### src/rtl/nano_led_pkg.sv
// Shared types and constants for the nano LED controller: mode encoding,
// register map and register reset values.
package nano_led_pkg;

  typedef enum logic [1:0] {
    MODE_OFF   = 2'd0,
    MODE_ON    = 2'd1,
    MODE_PWM   = 2'd2,
    MODE_BLINK = 2'd3
  } led_mode_t;

  localparam logic [1:0] LED_CTRL   = 2'd0;
  localparam logic [1:0] LED_DUTY   = 2'd1;
  localparam logic [1:0] LED_PERIOD = 2'd2;
  localparam logic [1:0] LED_STATUS = 2'd3;

  localparam logic [7:0]  DUTY_RST   = 8'hFF;
  localparam logic [15:0] PERIOD_RST = 16'd500;

endpackage

### src/rtl/nano_tick_gen.sv
// Prescaler producing a one-cycle tick every CLK_HZ/TICK_HZ clocks;
// clear restarts the count so a new blink period starts from a full tick.
module nano_tick_gen #(
  parameter int CLK_HZ  = 24_570_000,
  parameter int TICK_HZ = 1000
) (
  input  logic clock,
  input  logic sreset,
  input  logic clear,
  output logic tick
);

  localparam int PRESCALE = CLK_HZ / TICK_HZ;
  localparam int CW       = (PRESCALE > 2) ? $clog2(PRESCALE) : 1;
  localparam logic [CW-1:0] TERMINAL = CW'(PRESCALE - 1);

  logic [CW-1:0] cnt_reg;

  assign tick = (cnt_reg == TERMINAL);

  always_ff @(posedge clock) begin
    if (sreset || clear || tick) begin
      cnt_reg <= '0;
    end else begin
      cnt_reg <= cnt_reg + 1'b1;
    end
  end

endmodule

### src/rtl/nano_led_ctrl.sv
// Memory-mapped LED peripheral: OFF / ON / PWM / BLINK behaviours driven by
// CPU register writes, with a registered led pin and registered read data.
module nano_led_ctrl
  import nano_led_pkg::*;
#(
  parameter int CLK_HZ  = 24_570_000,
  parameter int TICK_HZ = 1000,
  parameter int DATA_W  = 16
) (
  input  logic              clock,
  input  logic              sreset,
  input  logic              io_wr,
  input  logic              io_rd,
  input  logic [1:0]        io_addr,
  input  logic [DATA_W-1:0] io_wdata,
  output logic [DATA_W-1:0] io_rdata,
  output logic              led
);

  led_mode_t         mode_reg;
  logic [7:0]        duty_reg;
  logic [7:0]        duty_act_reg;
  logic [7:0]        pwm_cnt_reg;
  logic [15:0]       period_reg;
  logic [15:0]       blink_cnt_reg;
  logic [15:0]       period_m1;
  logic              phase_reg;
  logic              led_reg;
  logic              led_next;
  logic              pwm_on;
  logic              tick;
  logic              wr_ctrl;
  logic              wr_duty;
  logic              wr_period;
  logic [DATA_W-1:0] rdata_reg;
  logic [DATA_W-1:0] rdata_next;

  assign wr_ctrl   = io_wr && (io_addr == LED_CTRL);
  assign wr_duty   = io_wr && (io_addr == LED_DUTY);
  assign wr_period = io_wr && (io_addr == LED_PERIOD);

  nano_tick_gen #(
    .CLK_HZ (CLK_HZ),
    .TICK_HZ(TICK_HZ)
  ) u_tick_gen (
    .clock (clock),
    .sreset(sreset),
    .clear (wr_ctrl),
    .tick  (tick)
  );

  always_ff @(posedge clock) begin
    if (sreset) begin
      mode_reg   <= MODE_OFF;
      duty_reg   <= DUTY_RST;
      period_reg <= PERIOD_RST;
    end else begin
      if (wr_ctrl)   mode_reg   <= led_mode_t'(io_wdata[1:0]);
      if (wr_duty)   duty_reg   <= io_wdata[7:0];
      if (wr_period) period_reg <= io_wdata[15:0];
    end
  end

  // Shadow duty only at the 255->0 wrap so a cycle is never cut short.
  always_ff @(posedge clock) begin
    if (sreset) begin
      pwm_cnt_reg  <= '0;
      duty_act_reg <= DUTY_RST;
    end else begin
      pwm_cnt_reg <= pwm_cnt_reg + 8'd1;
      if (pwm_cnt_reg == 8'hFF) duty_act_reg <= duty_reg;
    end
  end

  assign pwm_on    = (pwm_cnt_reg < duty_act_reg);
  assign period_m1 = (period_reg == 16'd0) ? 16'd0 : (period_reg - 16'd1);

  always_ff @(posedge clock) begin
    if (sreset) begin
      blink_cnt_reg <= '0;
      phase_reg     <= 1'b1;
    end else if (wr_ctrl) begin
      blink_cnt_reg <= '0;
      phase_reg     <= 1'b1;
    end else if (tick) begin
      if (blink_cnt_reg >= period_m1) begin
        blink_cnt_reg <= '0;
        phase_reg     <= ~phase_reg;
      end else begin
        blink_cnt_reg <= blink_cnt_reg + 16'd1;
      end
    end
  end

  always_comb begin
    led_next = 1'b0;
    unique case (mode_reg)
      MODE_OFF:   led_next = 1'b0;
      MODE_ON:    led_next = 1'b1;
      MODE_PWM:   led_next = pwm_on;
      MODE_BLINK: led_next = phase_reg & pwm_on;
      default:    led_next = 1'b0;
    endcase
  end

  // Read mux sees pre-write register values, so rd+wr returns the old value.
  always_comb begin
    rdata_next = '0;
    unique case (io_addr)
      LED_CTRL:   rdata_next[1:0]  = mode_reg;
      LED_DUTY:   rdata_next[7:0]  = duty_reg;
      LED_PERIOD: rdata_next[15:0] = period_reg;
      LED_STATUS: rdata_next[1:0]  = {phase_reg, led_reg};
      default:    rdata_next       = '0;
    endcase
  end

  always_ff @(posedge clock) begin
    if (sreset) begin
      led_reg   <= 1'b0;
      rdata_reg <= '0;
    end else begin
      led_reg <= led_next;
      if (io_rd) rdata_reg <= rdata_next;
    end
  end

  assign led      = led_reg;
  assign io_rdata = rdata_reg;

endmodule

### config.mk
export PLATFORM = sky130hd
export DESIGN_NAME = nano_led_ctrl
export DESIGN_NICKNAME = d
export VERILOG_FILES = /design/src/rtl/nano_led_pkg.sv /design/src/rtl/nano_tick_gen.sv /design/src/rtl/nano_led_ctrl.sv
export SDC_FILE = /design/constraint.sdc
export NUM_CORES = 1
export LEC_CHECK = 0
export ABC_AREA = 1
export CAP_MARGIN = 20
export CORE_UTILIZATION = 40
export CTS_BUF_LIST = sky130_fd_sc_hd__clkbuf_8
export DETAILED_ROUTE_END_ITERATION = 8
export REMOVE_ABC_BUFFERS = 1
export SLEW_MARGIN = 0
export SYNTH_ARGS = -nofsm -noshare
export SYNTH_HDL_FRONTEND = slang
export SYNTH_SLANG_ARGS = --single-unit
export TNS_END_PERCENT = 30
### constraint.sdc
create_clock -name clock -period 3.15 [get_ports clock]
set_clock_uncertainty 0.2 [all_clocks]
set_input_delay 0.315 -clock clock [delete_from_list [all_inputs] [get_ports clock]]
set_output_delay 0.315 -clock clock [all_outputs]
set_load 0.03 [all_outputs]
==> results of run 1 <==
==> layer usage <==
layer	share of wire, %	wire length [um]
met4	1.7	185
met3	3.6	405
met5	0	0
met2	47	5255
met1	48	5361
==> area by class of cell <==
class	instances	area [sq um]	area share [%]
sequential	91	1822	32.18
inverter	91	344.1	6.077
timing repair buffer	43	417.9	7.381
clock buffer	9	123.9	2.188
clock inverter	7	76.32	1.348
tap	147	183.9	3.249
multi-input combinational	493	2694	47.58
==> final timing paths <==
path	from	endpoint	depth (start not counted)
setup / recovery	period_reg[0]	blink_cnt_reg[2]	17
hold / removal	pwm_cnt_reg[0]	pwm_cnt_reg[0]	1
setup reg to reg	period_reg[0]	blink_cnt_reg[2]	17
hold reg to reg	pwm_cnt_reg[0]	pwm_cnt_reg[0]	1
==> stage by stage <==
stage / worst slack [ps] / hold WS [ps] / instance area, sq um / util (%) / power [mW]
3_3_place_gp: 291.4 / 247.6 / 5424 / 45.35 / 1.487
5_1_grt: 6.900 / 293.7 / 5662 / 47.33 / 2.414
3_5_place_dp: 167.2 / 252.0 / 5424 / 45.35 / 1.492
6_report: 332.9 / 270.1 / 5662 / 47.33 / 2.294
4_1_cts: 129.4 / 274.0 / 5624 / 47.02 / 2.323
2_1_floorplan: 561.4 / 181.7 / 4830 / - / 1.384
==> timing repair <==
action                                 in CTS  in global routing
setup endpoints to repair                   0                 16
setup buffers                               0                  1
gates resized for setup                     0                  7
endpoints found under the hold margin       0                  0
==> cells in the final DEF (no fill, tap or decap), types with 4 or more instances in the layout <==
cell type / instances
sky130_fd_sc_hd__ha_1: 34
sky130_fd_sc_hd__xor2_1: 15
sky130_fd_sc_hd__clkbuf_8: 9
sky130_fd_sc_hd__nor2_1: 94
sky130_fd_sc_hd__nand3_1: 25
sky130_fd_sc_hd__o22ai_1: 8
sky130_fd_sc_hd__o21ai_0: 45
sky130_fd_sc_hd__nor2_2: 6
sky130_fd_sc_hd__xnor2_1: 4
sky130_fd_sc_hd__a21oi_1: 56
sky130_fd_sc_hd__nand2_1: 143
sky130_fd_sc_hd__buf_4: 5
sky130_fd_sc_hd__nor3_1: 7
sky130_fd_sc_hd__nand2_2: 4
sky130_fd_sc_hd__nand4_1: 9
sky130_fd_sc_hd__dfxtp_1: 91
sky130_fd_sc_hd__nand3b_1: 6
sky130_fd_sc_hd__inv_1: 88
sky130_fd_sc_hd__clkdlybuf4s50_1: 38
sky130_fd_sc_hd__o211ai_1: 13
==> cell families (layout without fill, tap and decap cells) <==
logic type | Yosys count | after routing
fa+ha+maj | 34 | 34
simple gates | 312 | 312
compound gates | 128 | 128
flops | 91 | 91
xor+xnor | 19 | 19
buf+inv | 106 | 150
==> power by group <==
| group | leakage (nW) | total [mW] | internal [mW] | switching, mW |
|---|---|---|---|---|
| Clock | 0.102 | 0.828 | 0.372 | 0.455 |
| Sequential | 0.741 | 1.21 | 1.18 | 0.0251 |
| Combinational | 1.69 | 0.257 | 0.103 | 0.154 |
| Total | 2.53 | 2.29 | 1.66 | 0.635 |
==> worst reg2reg max path: stages (launching register included) <==
cell and delay [ps]:
sky130_fd_sc_hd__dfxtp_1 320, sky130_fd_sc_hd__inv_1 150, sky130_fd_sc_hd__ha_1 190, sky130_fd_sc_hd__inv_1 90
sky130_fd_sc_hd__nor2_2 180, sky130_fd_sc_hd__inv_1 90, sky130_fd_sc_hd__nor2_2 140, sky130_fd_sc_hd__nand3_1 120
sky130_fd_sc_hd__o21ai_0 160, sky130_fd_sc_hd__a21o_1 100, sky130_fd_sc_hd__ha_1 230, sky130_fd_sc_hd__nand4_1 100
sky130_fd_sc_hd__a21oi_1 50, sky130_fd_sc_hd__nor2_1 170, sky130_fd_sc_hd__nand3_1 120, sky130_fd_sc_hd__nand2_1 150
sky130_fd_sc_hd__inv_4 90, sky130_fd_sc_hd__nor2_1 100
==> metrics.sh, run 1 <==
PATH_BUF_INV=4
FRACTION_OF_THE_YOSYS_AREA_TAKEN_BY_SEQUENTIAL_CELLS_PCT=37.20
WIDTH_OF_THE_CHIP_UM=112.7
HOLD_PATH_CLASS='reg2reg'
NETLIST-CELL-TYPE-COUNT=36
CORE_AREA_SQ_UM=11960
TIMING.FINAL.CRIT_SHARE_PCT=89.43
MAX_BUFFERS_ROOT_TO_SINK=2
CRITPATHARRIVALTIME_PS=2940
MET3_USAGE_PCT=4.482
MAXSLEWHEADROOM_PCT=65.64
FINAL_HOLD_VIOL_COUNT=0
TOTALWIRELENGTH_MM=11.21
CELLPOWERDENSITY_nW_PER_UM2=405.2
RUN_STATUS='completed'
GRT_FIRST_PASS_WIRELENGTH_MM=19.24
DP_HPWL_MM=8.617
LEAKAGEPOWER_nW=2.531
SYNTH_CELLS=690
FINALSETUPVIOLCOUNT=0
NUM-NETS-FINAL=785
SYNTH_AREA_SQ_UM=4897
AREA_GROWTH_SYN_TO_LAYOUT_PCT=15.61
LAYOUT_MIN_CYCLE_TIME_PS=2817
ROUTED_WIRE_LENGTH_PER_INSTANCE_UM=12.72
VIAS_PER_CELL=5.005
H_TREE_LEVEL_COUNT=3
DRTITER0DRC=219
DR_TOTAL_VIAS=4409
PLACEDCELLCOUNT=864
CELL_WITH_THE_MOST_INSTANCES_AFTER_SYNTHESIS='sky130_fd_sc_hd__nand2_1'
GRT_START_MAX_NET_PINS=41
CLOCK.FMAX_MHz=355.0
FLOORPLAN.INITIALDENSITY_PCT=40.94
FINALSETUPTNS_PS=0
PLACEMENT_ROWS=40
FILL_CELLS=1233
CLK_PIN_SLEW_WORST_SETUP_HOLD_PATHS_PS=90
SYNTH_TOP_FAMILY_BY_AREA='simple AND/OR/NAND/NOR gates'
FIRST_GLOBAL_VIAS=4104
CLOCK_SINK_COUNT=91
FINAL_CELLS=881
IO-PIN-COUNT=39
MAX_SLEW_VIOLATION_TOTAL_FROM_THE_FINAL_REPORT=0
COUNT_OF_YOSYS_WARNINGS_DURING_SYNTHESIS=0
CP.REQUIRED_PS=3270
ANT_NETS=0
SYNTHARSTFLOPSHARE_PCT=0
CTS_TREE='done'
DRV_CAP=0
SYNTH-XOR-AREA-SHARE_PCT=3.398
TIMING.CRITICAL_PATH.TO_TYPE='flip-flop'
POST_SYNTH_MUX_AREA_SHARE_PCT=0
CTS_HOLD_BUFFERS=0
DRT_PASS1_ITERATIONS=5
YOSYSTOPAREACELL='sky130_fd_sc_hd__dfxtp_1'
SYNTH_COMPOUND_GATE_AREA_SHARE_PCT=14.26
CRIT_PATH_CELL_TRACE='inv_1, ha_1, inv_1, nor2_2, inv_1, nor2_2, nand3_1, o21ai_0, a21o_1, ha_1, nand4_1, a21oi_1, nor2_1, nand3_1, nand2_1, inv_4, nor2_1'
GRT_USE_MET1_PCT=24.67
GROUTE.LAYER.MET2.USAGE_PCT=31.15
BUFFER_CELL_DRIVING_THE_CLOCK_TREE_ROOT='sky130_fd_sc_hd__clkbuf_8'
SYNTH_EDF_COUNT=0
YOSYS-TOP-CELLS-COUNT='sky130_fd_sc_hd__nand2_1, sky130_fd_sc_hd__nor2_1, sky130_fd_sc_hd__dfxtp_1, sky130_fd_sc_hd__inv_1, sky130_fd_sc_hd__a21oi_1'
SYNTH.FF_LATCH_COUNT=91
CRIT_PATH_TOP_DELAY_CELL='sky130_fd_sc_hd__dfxtp_1'
START_KIND='flip-flop'
IO_BUFFERS=38
SYNTHTOPCELLSBYAREA='sky130_fd_sc_hd__dfxtp_1, sky130_fd_sc_hd__nand2_1, sky130_fd_sc_hd__ha_1, sky130_fd_sc_hd__nor2_1, sky130_fd_sc_hd__inv_1'
POST_SYNTH_AND_OR_NAND_NOR_AREA_FRACTION_PCT=28.10
UNREPAIRED_SETUP_ENDPOINTS_AFTER_GLOBAL_ROUTING='false'
GLOBALPLACE.CONGESTION=0.9262
POST-ROUTE-DRC-COUNT=0
MOST_HEAVILY_USED_METAL_LAYER_IN_GLOBAL_ROUTING='met2'
NUMCTSBUFFERS=9
GATE_FAMILY_RESPONSIBLE_FOR_THE_MOST_DELAY_ALONG_THE_WORST_PATH='simple AND/OR/NAND/NOR gates'
ANTENNA_FOUND_INITIAL=0
RRSETUPSLACK_PS=330
DIE-AREA_SQ_UM=12690
NUMBER_OF_DIODES_ADDED_FOR_ANTENNA_FIXING=0
DRIVE_ABOVE_1_SHARE_PCT=6.540
SYNTHESIS.AREA_PER_INSTANCE_SQ_UM=7.097
IR_DROP_mV=0.1984
TRACK_USAGE_PCT=19.05
CLKLATENCYLATEPIN_PS=390
TIGHTEST_SLEW_PS=514.9
PATH_COMMON_CELL='sky130_fd_sc_hd__inv_1'
FP.DIEH_UM=112.7
CPPEAKSTAGEDELAY_PS=320
GR-TOTAL-OVERFLOW=0
YS_DOMINANT_REG_CELL='sky130_fd_sc_hd__dfxtp_1'
TIMING.SETUP.CRITICAL_PATH_CLASS='reg2reg'
CRIT_PATH_MAX_FANOUT=12
POST-SYNTH-TOP-AREA-FRACTION_PCT=37.20
SYNTH-ADDER-AREA-SHARE_PCT=8.687
Power figures use the tool's default switching activity.
==> run 2: changes to the inputs <==
clock period = 3.5 ns   (was 3.15 ns; I/O delays follow)
==> run 2 against run 1 <==
Effect of this change:
- global-route usage down 0.18 points
- count of clock-buffer cells in the layout stayed put
- utilization is 0.46 points lower
- setup slack got worse by 17 ps
- routed wire length rose by 1.2%
- maximum frequency fell by 12%
- cell area down 0.97%
- non-clock buffer count shrank 2
- clock power shrank 13%
- sequential power fell by 9.9%
- sequential share of layout area rose by 0.32 points
- critical path type unchanged
==> metrics.sh, run 2 (synthesis results as in run 1) <==
RUN_STATUS='completed'
CP.REQUIRED_PS=3610
TIGHTEST_SLEW_PS=552.0
AREA_GROWTH_SYN_TO_LAYOUT_PCT=14.49
SHARE_OF_POWER_BURNED_IN_THE_CLOCK_NETWORK_PCT=35.4
FLOORPLAN.INITIALDENSITY_PCT=40.94
GR-TOTAL-OVERFLOW=0
PLACEMENT_ROWS=40
NUMBER_OF_DIODES_ADDED_FOR_ANTENNA_FIXING=0
TOTALWIRELENGTH_MM=11.35
TIMING.SETUP.CRITICAL_PATH_CLASS='reg2reg'
IR_DROP_mV=0.1606
POST-ROUTE-DRC-COUNT=0
LAYOUT_MIN_CYCLE_TIME_PS=3185
TIMING.HOLD.WS_PS=269.2
ROUTED_WIRE_LENGTH_PER_INSTANCE_UM=12.92
DRTITER0DRC=215
POWER_SWITCHING_mW=0.5559
DP_HPWL_MM=8.668
MAX_SLEW_VIOLATION_TOTAL_FROM_THE_FINAL_REPORT=0
FINAL_HOLD_VIOL_COUNT=0
CTS_HOLD_BUFFERS=0
COMMONEST_NON_FILL_NON_TAP_CELL_IN_THE_LAYOUT='sky130_fd_sc_hd__nand2_1'
TRACK_USAGE_PCT=18.87
FINALSETUPTNS_PS=0
POST-CTS-SETUP-BUFFER-COUNT=0
TOTAL_OF_CELLS_RESIZED_AFTER_CLOCK_TREE_SYNTHESIS=0
TIMING.FINAL.CRIT_SHARE_PCT=90.99
TIMING.CRITICAL_PATH.TO_TYPE='flip-flop'
P_INT_mW=1.486
FF_LATCH_AREA_SQ_UM=1822
MAXSLEWHEADROOM_PCT=63.16
CTS_TREE='done'
FP.DIEH_UM=112.7
WORST_HOLD_PATH_STAGE_COUNT=2
CLOCK_SINK_COUNT=91
UNREPAIRED_SETUP_ENDPOINTS_AFTER_GLOBAL_ROUTING='false'
GRT_FIRST_PASS_WIRELENGTH_MM=18.82
BUFFER_CELL_DRIVING_THE_CLOCK_TREE_ROOT='sky130_fd_sc_hd__clkbuf_8'
GLOBALPLACE.CONGESTION=0.9427
FINALSETUPVIOLCOUNT=0
DRT_PASS1_ITERATIONS=5
DRIVE_ABOVE_1_SHARE_PCT=5.472
LEAKAGEPOWER_nW=2.496
MOST_USED_CELLS_IN_THE_LAYOUT_EXCLUDING_FILL_AND_TAP_CELLS='sky130_fd_sc_hd__nand2_1, sky130_fd_sc_hd__nor2_1, sky130_fd_sc_hd__dfxtp_1, sky130_fd_sc_hd__inv_1, sky130_fd_sc_hd__a21oi_1'
GRT_START_MAX_NET_PINS=41
NUMCTSBUFFERS=9
POWER_SWITCHING_SHARE_PCT=27.22
FILL_CELLS=1226
VIAS_PER_CELL=4.979
PWR-SHARE-COMB_PCT=11.3
CRITPATHARRIVALTIME_PS=3300
DRV_CAP=0
MULTIINPUTGATEAREA_SQ_UM=2666
CELLPOWERDENSITY_nW_PER_UM2=364.2
MAX_BUFFERS_ROOT_TO_SINK=2
NUM-NETS-FINAL=783
CRIT_PATH_MAX_FANOUT=12
DR_TOTAL_VIAS=4372
CLK_PIN_SLEW_WORST_SETUP_HOLD_PATHS_PS=90
WORST-R2R-CELL-COUNT=17
IO-PIN-COUNT=39
ANT_NETS=0
DIE-AREA_SQ_UM=12690
START_KIND='flip-flop'
SEQUENTIALPOWERSHARE_PCT=53.3
WIDTH_OF_THE_CHIP_UM=112.7
HOLD_PATH_CLASS='reg2reg'
CLKLATENCYLATEPIN_PS=390
ANTENNA_FOUND_INITIAL=0
FIRST_GLOBAL_VIAS=4037
IO_BUFFERS=38
CORE_AREA_SQ_UM=11960
H_TREE_LEVEL_COUNT=3
TOTAL_POWER_mW=2.042
CLOCK.FMAX_MHz=314.0
## run 2: changes by cell type in the layout (fill, tap and decap cells not counted), moves of 2 or more
cell                       previous run  this run
sky130_fd_sc_hd__buf_4                5         3
sky130_fd_sc_hd__clkinv_4             2         0
sky130_fd_sc_hd__nor2_1              94        96
sky130_fd_sc_hd__nor2_2               6         4
## run 2: worst max-delay path, cell delays in order (launching register included)
cell and delay, ps:
sky130_fd_sc_hd__dfxtp_1 320, sky130_fd_sc_hd__inv_1 150, sky130_fd_sc_hd__ha_1 190, sky130_fd_sc_hd__inv_1 80, sky130_fd_sc_hd__nor2_1 220, sky130_fd_sc_hd__inv_1 90, sky130_fd_sc_hd__nor2_1 210, sky130_fd_sc_hd__nand3_1 150
sky130_fd_sc_hd__o21ai_0 260, sky130_fd_sc_hd__a21o_1 140, sky130_fd_sc_hd__ha_1 240, sky130_fd_sc_hd__nand2_1 60, sky130_fd_sc_hd__o21ai_0 80, sky130_fd_sc_hd__nor2_1 230, sky130_fd_sc_hd__nand3_1 130, sky130_fd_sc_hd__nand2_1 120
sky130_fd_sc_hd__inv_2 120, sky130_fd_sc_hd__nor2_1 120
## run 2: through the flow
stage	std cells	worst slack, ps	cell area [sq um]	utilization (%)
floorplan	675	911.4	4830	-
global placement	863	641.2	5416	45.28
detailed placement	863	440.1	5416	45.28
CTS	878	408.6	5607	46.87
global route	878	100.4	5607	46.87
finish	878	315.4	5607	46.87
## run 2: final cells by class
type | count | area share (%)
Tap cell | 147 | 3.281
Timing Repair Buffer | 41 | 7.186
Clock buffer | 9 | 2.209
Sequential cell | 91 | 32.49
Multi-Input combinational cell | 493 | 47.56
Clock inverter | 6 | 1.183
Inverter | 91 | 6.092
## run 2: routing by layer
metal	global-route usage, %	vias to the layer above	share of wire (%)
li1	-	2306	-
met1	23.65	1985	49
met2	31.19	64	46
met3	4.320	17	3.3
met4	7.822	0	1.9
met5	0	-	0
## run 2: final timing paths
kind | start | end | slack (ps)
setup / recovery | period_reg[0] | blink_cnt_reg[2] | 320
setup reg to reg | period_reg[0] | blink_cnt_reg[2] | 320
hold / removal | io_rdata[6] | io_rdata[6] | 270
hold reg to reg | io_rdata[6] | io_rdata[6] | 270
## run 2: power by group through the flow
stage / logic [mW] / registers [mW] / clock network (mW)
after floorplan: 0.118 / 1.13 / 0
after global placement: 0.226 / 1.11 / 0
after detailed placement: 0.230 / 1.11 / 0
after CTS: 0.231 / 1.09 / 0.743
after global routing: 0.258 / 1.09 / 0.785
final: 0.230 / 1.09 / 0.724
==> run 3: changes to the inputs <==
CORE_MARGIN = 5   (was not set)
CTS_BUF_LIST = sky130_fd_sc_hd__clkbuf_16   (was sky130_fd_sc_hd__clkbuf_8)
DONT_BUFFER_PORTS = 1   (was not set)
==> run 3 against run 2 <==
Effect of this change:
- clock power rose by 33%
- die area increased by 15%
- sequential power is essentially flat
- critical path type unchanged
- critical endpoint is now blink_cnt_reg[10]
- setup slack gained 150 ps
- cell area fell by 1.9%
- sequential cell count is the same
- critical path depth unchanged
- non-clock buffer count down 23
- highest routed layer unchanged
==> metrics.sh, run 3 (synthesis results as in run 1) <==
RUN_STATUS='completed'
WIDTH_OF_THE_CHIP_UM=120.7
LAYOUT_MIN_CYCLE_TIME_PS=3035
FINALSETUPVIOLCOUNT=0
CLOCK.FMAX_MHz=329.5
FILL_CELLS=1224
POST_DP_CELL_AREA_SQ_UM=5021
TIMING.CRITICAL_PATH.TO_TYPE='flip-flop'
COMMONEST_NON_FILL_NON_TAP_CELL_IN_THE_LAYOUT='sky130_fd_sc_hd__nand2_1'
PLACEMENT_ROWS=40
DP_HPWL_MM=8.514
WORST-R2R-CELL-COUNT=17
CORE_AREA_SQ_UM=12010
DRT_PASS1_ITERATIONS=5
DIE-AREA_SQ_UM=14560
MAXSLEWHEADROOM_PCT=42.83
DRV_CAP=0
CELLPOWERDENSITY_nW_PER_UM2=410.2
TIGHTEST_SLEW_PS=854.8
START_KIND='flip-flop'
NUMCTSBUFFERS=9
BUFFER_CELL_DRIVING_THE_CLOCK_TREE_ROOT='sky130_fd_sc_hd__clkbuf_16'
CRITPATHARRIVALTIME_PS=3120
MAX_SLEW_VIOLATION_TOTAL_FROM_THE_FINAL_REPORT=0
DRTITER0DRC=249
CTS_TREE='done'
DRIVE_ABOVE_1_SHARE_PCT=5.508
MAX_BUFFERS_ROOT_TO_SINK=2
ANT_NETS=0
DR_TOTAL_VIAS=4341
WORST_HOLD_PATH_STAGE_COUNT=2
TOTALWIRELENGTH_MM=11.35
CRIT_PATH_MAX_FANOUT=12
AREA_GROWTH_SYN_TO_LAYOUT_PCT=12.34
POST-CTS-SETUP-BUFFER-COUNT=0
FLOORPLAN.INITIALDENSITY_PCT=40.77
FINAL_AREA_SQ_UM=5502
CLKLATENCYLATEPIN_PS=350
TRACK_USAGE_PCT=15.98
HOLD_PATH_CLASS='in2reg'
FINAL_HOLD_VIOL_COUNT=0
LEAKAGEPOWER_nW=2.470
GRT_FIRST_PASS_WIRELENGTH_MM=18.89
MOST_USED_CELLS_IN_THE_LAYOUT_EXCLUDING_FILL_AND_TAP_CELLS='sky130_fd_sc_hd__nand2_1, sky130_fd_sc_hd__nor2_1, sky130_fd_sc_hd__dfxtp_1, sky130_fd_sc_hd__inv_1, sky130_fd_sc_hd__a21oi_1'
IO-PIN-COUNT=39
POST-ROUTE-DRC-COUNT=0
ANTENNA_FOUND_INITIAL=0
IR_DROP_mV=0.3292
CLK_PIN_SLEW_WORST_SETUP_HOLD_PATHS_PS=70
NUMBER_OF_DIODES_ADDED_FOR_ANTENNA_FIXING=0
FINALSETUPTNS_PS=0
IO_BUFFERS=0
TIMING.SETUP.CRITICAL_PATH_CLASS='reg2reg'
H_TREE_LEVEL_COUNT=3
GRT_START_MAX_NET_PINS=41
GLOBALPLACE.CONGESTION=0.9208
FP.DIEH_UM=120.7
UNREPAIRED_SETUP_ENDPOINTS_AFTER_GLOBAL_ROUTING='false'
FIRST_GLOBAL_VIAS=3949
ROUTED_WIRE_LENGTH_PER_INSTANCE_UM=13.27
CLOCK_SINK_COUNT=91
VIAS_PER_CELL=5.077
NUM-NETS-FINAL=760
TIMING.FINAL.CRIT_SHARE_PCT=86.72
CP.REQUIRED_PS=3580
GR-TOTAL-OVERFLOW=0
## run 3: cell types whose count changed in the layout (fill, tap and decap cells not counted), moves of 2 or more
cell | before | now
sky130_fd_sc_hd__clkdlybuf4s50_1 | 38 | 0
sky130_fd_sc_hd__dlygate4sd3_1 | 0 | 16
sky130_fd_sc_hd__clkbuf_16 | 0 | 9
sky130_fd_sc_hd__clkbuf_8 | 9 | 0
sky130_fd_sc_hd__clkinv_4 | 0 | 3
sky130_fd_sc_hd__buf_4 | 3 | 1
sky130_fd_sc_hd__inv_6 | 2 | 0
## run 3: worst paths after layout
kind,from,to,slack (ps)
hold reg to reg,pwm_cnt_reg[0],pwm_cnt_reg[0],260
hold / removal,io_wdata[1],period_reg[1],8
setup / recovery,period_reg[0],blink_cnt_reg[10],460
setup reg to reg,period_reg[0],blink_cnt_reg[10],460
## run 3: final cells by class
class | count | area [sq um] | area share (%)
Clock inverter | 6 | 67.56 | 1.228
Inverter | 91 | 341.6 | 6.209
Multi-Input combinational cell | 493 | 2666 | 48.46
Clock buffer | 9 | 225.2 | 4.094
Timing Repair Buffer | 18 | 195.2 | 3.548
Sequential cell | 91 | 1822 | 33.11
Tap cell | 147 | 183.9 | 3.343
## run 3: critical path: stages (launching register included)
cell and delay, ps:
sky130_fd_sc_hd__dfxtp_1 310, sky130_fd_sc_hd__inv_1 150, sky130_fd_sc_hd__ha_1 200, sky130_fd_sc_hd__inv_1 70
sky130_fd_sc_hd__nor2_1 240, sky130_fd_sc_hd__inv_1 90, sky130_fd_sc_hd__nor2_1 210, sky130_fd_sc_hd__nand3_1 120
sky130_fd_sc_hd__o21ai_0 170, sky130_fd_sc_hd__a21o_1 110, sky130_fd_sc_hd__ha_1 230, sky130_fd_sc_hd__nand2_1 60
sky130_fd_sc_hd__o21ai_0 80, sky130_fd_sc_hd__nor2_1 220, sky130_fd_sc_hd__nand3_1 130, sky130_fd_sc_hd__nand2_1 130
sky130_fd_sc_hd__inv_2 130, sky130_fd_sc_hd__nor2_1 130
## run 3: power by group
part	total [mW]	switching (mW)	internal (mW)
Clock	0.966	0.415	0.550
Sequential	1.11	0.0453	1.07
Combinational	0.179	0.110	0.0687
## run 3: routing by layer
| layer | share of wire (%) | routed length [um] | vias to the layer above | track usage [%] |
|---|---|---|---|---|
| met5 | 0 | 0 | - | 0 |
| met4 | 1.6 | 177 | 0 | 4.887 |
| met3 | 4.6 | 519 | 19 | 4.537 |
| met2 | 47 | 5306 | 78 | 25.81 |
| met1 | 47 | 5343 | 1978 | 20.71 |
| li1 | - | - | 2266 | - |
## run 3: what timing repair did
action	CTS	global route
hold endpoints to repair	51	0
gates resized for setup	0	0
hold buffers	16	0
## run 3: through the flow
step                      setup WS (ps)  util (%)  hold slack (ps)  instances  total power [mW]
after floorplan                   911.4         -            216.7        675             1.246
after global placement            648.0     41.80            219.3        823             1.284
after detailed placement          490.8     41.80            221.2        823             1.288
after CTS                         458.0     45.57            2.093        854             2.277
after global routing              121.3     45.80            26.61        855             2.352
final                             464.7     45.80            7.786        855             2.257
